**src/rtl/write_phase_if.sv**
```systemverilog
// write_phase_if: writeback-stage bundle between execute and register file.
// Carries the write requests, load return data, read ports and status outputs.
interface write_phase_if;
  logic        in_valid;
  logic        in_is_load;
  logic        in_we;
  logic [4:0]  in_dst;
  logic [1:0]  in_bmd;
  logic [63:0] in_d;
  logic [2:0]  in_ld_offset;
  logic        in_efl_we;
  logic [63:0] in_efl;
  logic [63:0] ld_data;
  logic [4:0]  rd_idx_a;
  logic [4:0]  rd_idx_b;
  logic [63:0] rd_data_a;
  logic [63:0] rd_data_b;
  logic [63:0] efl;
  logic [16:0] busy;
  logic [63:0] retired;

  modport master (
    output in_valid, in_is_load, in_we, in_dst, in_bmd, in_d,
    output in_ld_offset, in_efl_we, in_efl, ld_data,
    output rd_idx_a, rd_idx_b,
    input  rd_data_a, rd_data_b, efl, busy, retired
  );

  modport slave (
    input  in_valid, in_is_load, in_we, in_dst, in_bmd, in_d,
    input  in_ld_offset, in_efl_we, in_efl, ld_data,
    input  rd_idx_a, rd_idx_b,
    output rd_data_a, rd_data_b, efl, busy, retired
  );
endinterface

```
**src/rtl/write_phase.sv**
```systemverilog
// write_phase: writeback stage arbitrating EFL, ALU and load writes.
// Optional WB_BYPASS_EN: reads and efl forward the value written at the coming edge.
module write_phase #(
  parameter int LOAD_LATENCY = 1,
  parameter int REG_N        = 17
) (
  input logic        clk,
  input logic        rstn,
  write_phase_if.slave bus
);
  localparam int EFL_IDX = 16;

  typedef struct packed {
    logic       vld;
    logic [4:0] dst;
    logic [1:0] bmd;
    logic [2:0] off;
  } ld_t;

  logic [63:0] regs_q [REG_N];
  logic [63:0] regs_d [REG_N];
  ld_t         pipe_q [LOAD_LATENCY];
  logic [63:0] ret_q;
  logic [REG_N-1:0] busy_w;

  ld_t         ld_end;
  logic        alu_wr;
  logic        ld_wr;
  logic        efl_wr;
  logic        ld_issue;
  logic [63:0] ld_sh;
  logic        rd_ok_a;
  logic        rd_ok_b;

  function automatic logic [63:0] wmerge(
    input logic [63:0] old,
    input logic [63:0] v,
    input logic [1:0]  bmd
  );
    unique case (bmd)
      2'b00:   wmerge = {old[63:8], v[7:0]};
      2'b01:   wmerge = {32'd0, v[31:0]};
      default: wmerge = v;
    endcase
  endfunction

  assign ld_end   = pipe_q[LOAD_LATENCY-1];
  assign ld_issue = bus.in_valid & bus.in_is_load;
  assign efl_wr   = bus.in_valid & bus.in_efl_we;
  assign alu_wr   = bus.in_valid & bus.in_we & ~bus.in_is_load
                  & (int'(bus.in_dst) < REG_N);
  assign ld_wr    = ld_end.vld & (int'(ld_end.dst) < REG_N);
  assign ld_sh    = bus.ld_data >> {ld_end.off, 3'b000};

  // Next register file: load first, ALU overrides, EFL write overrides all.
  always_comb begin
    regs_d = regs_q;
    if (ld_wr)
      regs_d[ld_end.dst] = wmerge(regs_q[ld_end.dst], ld_sh, ld_end.bmd);
    if (alu_wr)
      regs_d[bus.in_dst] = wmerge(regs_q[bus.in_dst], bus.in_d, bus.in_bmd);
    if (efl_wr)
      regs_d[EFL_IDX] = bus.in_efl;
  end

  // Register file, load tracking pipeline and retire counter.
  always_ff @(posedge clk or negedge rstn) begin
    if (!rstn) begin
      for (int i = 0; i < REG_N; i++)
        regs_q[i] <= '0;
      for (int i = 0; i < LOAD_LATENCY; i++)
        pipe_q[i] <= '0;
      ret_q <= '0;
    end else begin
      regs_q <= regs_d;
      pipe_q[0] <= '{vld: ld_issue, dst: bus.in_dst,
                     bmd: bus.in_bmd, off: bus.in_ld_offset};
      for (int i = 1; i < LOAD_LATENCY; i++)
        pipe_q[i] <= pipe_q[i-1];
      ret_q <= ret_q + 64'(bus.in_valid);
    end
  end

  // A register is busy while any in-flight load still targets it.
  always_comb begin
    busy_w = '0;
    for (int i = 0; i < LOAD_LATENCY; i++)
      if (pipe_q[i].vld && (int'(pipe_q[i].dst) < REG_N))
        busy_w[pipe_q[i].dst] = 1'b1;
  end

  assign rd_ok_a = int'(bus.rd_idx_a) < REG_N;
  assign rd_ok_b = int'(bus.rd_idx_b) < REG_N;

`ifdef WB_BYPASS_EN
  assign bus.rd_data_a = rd_ok_a ? regs_d[bus.rd_idx_a] : '0;
  assign bus.rd_data_b = rd_ok_b ? regs_d[bus.rd_idx_b] : '0;
  assign bus.efl       = regs_d[EFL_IDX];
`else
  assign bus.rd_data_a = rd_ok_a ? regs_q[bus.rd_idx_a] : '0;
  assign bus.rd_data_b = rd_ok_b ? regs_q[bus.rd_idx_b] : '0;
  assign bus.efl       = regs_q[EFL_IDX];
`endif

  assign bus.busy    = busy_w;
  assign bus.retired = ret_q;
endmodule
```
**src/flat_wrapper.sv**
```systemverilog
// flat-port wrapper written by rule: the top's interface ports become plain ports
module write_phase_flat 
#(
  parameter int LOAD_LATENCY = 1,
  parameter int REG_N        = 17
)
  (clk, rstn, bus_in_valid, bus_in_is_load, bus_in_we, bus_in_dst, bus_in_bmd, bus_in_d, bus_in_ld_offset, bus_in_efl_we, bus_in_efl, bus_ld_data, bus_rd_idx_a, bus_rd_idx_b, bus_rd_data_a, bus_rd_data_b, bus_efl, bus_busy, bus_retired);
  write_phase_if bus_i ();
  input logic clk;
  input logic rstn;
  input wire logic [$bits(bus_i.in_valid)-1:0] bus_in_valid;
  input wire logic [$bits(bus_i.in_is_load)-1:0] bus_in_is_load;
  input wire logic [$bits(bus_i.in_we)-1:0] bus_in_we;
  input wire logic [$bits(bus_i.in_dst)-1:0] bus_in_dst;
  input wire logic [$bits(bus_i.in_bmd)-1:0] bus_in_bmd;
  input wire logic [$bits(bus_i.in_d)-1:0] bus_in_d;
  input wire logic [$bits(bus_i.in_ld_offset)-1:0] bus_in_ld_offset;
  input wire logic [$bits(bus_i.in_efl_we)-1:0] bus_in_efl_we;
  input wire logic [$bits(bus_i.in_efl)-1:0] bus_in_efl;
  input wire logic [$bits(bus_i.ld_data)-1:0] bus_ld_data;
  input wire logic [$bits(bus_i.rd_idx_a)-1:0] bus_rd_idx_a;
  input wire logic [$bits(bus_i.rd_idx_b)-1:0] bus_rd_idx_b;
  output wire logic [$bits(bus_i.rd_data_a)-1:0] bus_rd_data_a;
  output wire logic [$bits(bus_i.rd_data_b)-1:0] bus_rd_data_b;
  output wire logic [$bits(bus_i.efl)-1:0] bus_efl;
  output wire logic [$bits(bus_i.busy)-1:0] bus_busy;
  output wire logic [$bits(bus_i.retired)-1:0] bus_retired;
  assign bus_i.in_valid = bus_in_valid;
  assign bus_i.in_is_load = bus_in_is_load;
  assign bus_i.in_we = bus_in_we;
  assign bus_i.in_dst = bus_in_dst;
  assign bus_i.in_bmd = bus_in_bmd;
  assign bus_i.in_d = bus_in_d;
  assign bus_i.in_ld_offset = bus_in_ld_offset;
  assign bus_i.in_efl_we = bus_in_efl_we;
  assign bus_i.in_efl = bus_in_efl;
  assign bus_i.ld_data = bus_ld_data;
  assign bus_i.rd_idx_a = bus_rd_idx_a;
  assign bus_i.rd_idx_b = bus_rd_idx_b;
  assign bus_rd_data_a = bus_i.rd_data_a;
  assign bus_rd_data_b = bus_i.rd_data_b;
  assign bus_efl = bus_i.efl;
  assign bus_busy = bus_i.busy;
  assign bus_retired = bus_i.retired;
  write_phase #(.LOAD_LATENCY(LOAD_LATENCY), .REG_N(REG_N)) u_core (.clk(clk), .rstn(rstn), .bus(bus_i));
endmodule
```
**config.mk**
```make
export PLATFORM = sky130hd
export DESIGN_NAME = write_phase_flat
export DESIGN_NICKNAME = d
export VERILOG_FILES = /design/src/rtl/write_phase_if.sv /design/src/rtl/write_phase.sv /design/src/flat_wrapper.sv
export SDC_FILE = /design/constraint.sdc
export NUM_CORES = 2
export LEC_CHECK = 0
export BUFFER_PORTS_ARGS = -buffer_cell sky130_fd_sc_hd__clkbuf_2
export CAP_MARGIN = 0
export CORE_ASPECT_RATIO = 1.2
export CORE_MARGIN = 2
export CORE_UTILIZATION = 28
export DETAILED_ROUTE_END_ITERATION = 10
export PLACE_DENSITY_LB_ADDON = 0.15
export SLEW_MARGIN = 10
export SYNTH_ARGS = -nofsm -noshare
export SYNTH_HDL_FRONTEND = slang
export SYNTH_SLANG_ARGS = --single-unit
```
**constraint.sdc**
```tcl
create_clock -name clk -period 4.7 [get_ports clk]
set_input_delay 0.94 -clock clk [delete_from_list [all_inputs] [get_ports clk]]
set_output_delay 0.94 -clock clk [all_outputs]
set_load 0.05 [all_outputs]
```
==> flow_summary.yaml <==
outcome:
  status: "complete, no violations"
floorplanning:
  dieWidth_microns: 525.1
  start_util: 0.2813
  io-pin-count: 491
  die_h_microns: 629.4
  rows: 229
  dieArea_sq_um: 330500
  core_sq_um: 324300
run:
  cap_violations: 0
sta:
  tns_ps: 0
  fin_skew_ps: 60.12
  finalHoldViolations: 0
  final_max_slew_viol_count: 0
  fmax_ghz: 0.2145
  holdWs_ps: 0.9421
  setup_viol: 0
  rsz0062_at_grt: "false"
  fin_crit_ps: 4663
  slew_headroom: 0.07225
  tightest_slew_ps: 1392
  fin_crit_sh: 0.9921
power_and_ir_drop:
  p_int_mw: 24.94
  leakagePower_nw: 42.29
  pwr-share-seq: 0.368
  vdd_drop_max_v: 0.0002710
  pwr-share-clk: 0.331
  netSwitchingFraction: 0.3756
  power_switching_mw: 15.00
  p_comb_frac: 0.302
  powerDensity_nw_per_um2: 378.8
yosys:
  synth_area_leader_cell: "dfrtp_1"
  yosys_warnings: 0
  avgSynthCellArea_sq_um: 9.636
  synth_top_flop_cell: "dfrtp_1"
  ys_async_sr_fraction: 1.000
  synth-seq-area-share: 0.3189
  synth_cells: 9470
  yosys-top-cells-area: "dfrtp_1 32%, mux4_2 18%, mux2i_1 8.6%, a21oi_1 6.3%, nand2_1 4.4%"
  synthesis.area_sq_um: 91250
  yosys_register_bits: 1163
  yosysUniqueCellTypes: 81
  synth_top_area_frac: 0.3189
  synth_edf_count: 0
  synth_fp_nets: 9690
critical_path:
  crit_fanout: 27
  crit_chain: "and2b_1, nand3_4, inv_4, buf_12"
  crit_family: "simple AND/OR/NAND/NOR gates"
  cp_num_buf_inv: 2
  arrival_ps: 3720
  required_ps: 3760
  end_kind: "output pin"
  start_kind: "flop"
  path_class: "reg2out"
  cpPeakStageDelay_ps: 820
  slowest_stage: "dfrtp_4"
drt:
  ant_nets: 0
  post-route-drc-count: 0
  drt_iter0_markers: 13152
  avgRoutedWirePerCell_microns: 40.99
  dr.pass1.iters: 6
  routed_via_density: 6.588
  wirelength_microns: 569300
  routed-via-count: 91514
clock_tree:
  clock_sinks: 1163
  cts_root_buf: "clkbuf_16"
  cts.reportedPaths.clkPinSlew_ps: 60
  worstSkewPairLatency_ps: 890
  cts_htree_levels: 4
  cts_tree: "yes"
  numCtsBuffers: 165
  cts_buffer_depth: 4
place:
  dpl.hpwl_microns: 355200
  port_buffers: 490
  globalplace.congestion: 0.9424
finish:
  layout_commonest_cell: "dfrtp_1"
  most-common-layout-cells: "1158 x dfrtp_1, 1142 x a21oi_1, 1047 x nand2_1"
  drive_above_1_share: 0.2411
  nFillCells: 33241
  fin_nets: 9691
  syn2layout_area_growth_pct: 15.56
global_route:
  grt_pass1_vias: 88055
  antenna_found_initial: 56
  grt_overflow: 0
  grt_max_degree: 103
  busiest_layer: "met2"
  grt_use_met1: 0.4050
  grt_pass1_wl_microns: 769200
  met2_usage: 0.4893
  grtUsageMet3: 0.1100
  grt_usage: 0.3326
min_path:
  hold_path_class: "in2async"
-- per-stage QoR --
step | std cells | setup slack, ps | util | instance area (sq um) | total power, mW
2_1_floorplan | 9470 | 409.9 | - | 91250 | 22.08
3_3_place_gp | 13573 | 334.8 | 0.3081 | 99930 | 26.19
3_5_place_dp | 13574 | 328.2 | 0.3082 | 99960 | 26.43
4_1_cts | 13857 | 146.2 | 0.3249 | 105400 | 39.61
5_1_grt | 13864 | 13.26 | 0.3249 | 105400 | 41.24
6_report | 13891 | 37.33 | 0.3251 | 105500 | 39.94
-- routing by layer --
metal | up-vias | wire length [microns]
li1 | 35839 | -
met1 | 46858 | 213300
met2 | 6851 | 244100
met3 | 1924 | 63820
met4 | 42 | 47790
met5 | - | 328
-- worst paths after layout --
path / from / depth (start not counted) / end / slack (ps)
worst max-delay path: u_core.ld_end[5] / 4 / bus_busy[5] / 40
worst min-delay path: rstn / 1 / u_core.regs_q[420] / 0.9
worst max register to register: u_core.ld_end[5] / 8 / u_core.regs_q[188] / 690
worst min register to register: u_core.bus.retired[63] / 1 / u_core.bus.retired[63] / 460
max in group asynchronous: rstn / 3 / u_core.regs_q[221] / 3320
min in group clk: bus_in_ld_offset[1] / 1 / u_core.ld_end[1] / 160
-- layout make-up --
| cell class | count | area [sq um] | area share |
|---|---|---|---|
| clock buffers | 228 | 4710 | 0.04466 |
| well taps | 4273 | 5346 | 0.05070 |
| flip-flops and latches | 1163 | 29120 | 0.2761 |
| clock inverters | 52 | 673.1 | 0.006383 |
| diodes | 34 | 85.08 | 0.0008068 |
| repair buffers | 978 | 8462 | 0.08024 |
| inverters | 169 | 674.4 | 0.006395 |
| multi-input cells | 6994 | 56380 | 0.5347 |
-- timing repair --
item / in CTS / in global routing
hold buffers: 0 / 0
endpoints found under the setup margin: 1 / 1
pin swaps: 1 / 1
gates resized for setup: 0 / 0
setup buffers: 3 / 0
-- cells by family (layout without fill, tap and decap cells) --
group	Yosys count	after routing	synth area share
AO/OA/AOI/OAI	2981	2981	0.2248
AND/OR/NAND/NOR	2405	2405	0.1098
multiplexers	1544	1544	0.2699
buffers and inverters	1313	1427	0.07038
flip-flops	1163	1163	0.3189
XOR/XNOR	62	62	0.005951
adder cells (fa/ha/maj)	2	2	0.0002742
other	0	34	0
-- power groups by stage --
stage	clock (mW)	combinational (mW)	sequential, mW
final	13.2	12.0	14.7
after global routing	13.7	12.7	14.8
after CTS	13.3	11.8	14.5
after detailed placement	0	11.8	14.7
after global placement	0	11.6	14.6
after floorplan	0	8.51	13.6
-- registers in the layout, summed over array words and instances (netlist names) --
| signal | flops |
|---|---|
| u_core.regs_q | 1024 |
| u_core.bus.efl | 64 |
| u_core.bus.retired | 64 |
| u_core.ld_end | 11 |
-- synth_stat cells (all sizes together), types with 302 or more instances --
| library cell | instances |
|---|---|
| a211oi | 373 |
| a21oi | 1198 |
| a221o | 302 |
| a22oi | 350 |
| buf | 635 |
| clkbuf | 509 |
| dfrtp | 1163 |
| mux2i | 781 |
| mux4 | 730 |
| nand2 | 1064 |
| nor2 | 987 |
| o21ai | 341 |
-- worst register-to-register path: stages, from the launching register on --
cell	delay, ps
dfrtp_4	820
buf_4	690
nor2b_4	340
buf_12	390
a22oi_1	330
nand3_1	140
nand4_1	690
nand3_1	350
a22oi_1	90
(Power assumes the default switching activity.)
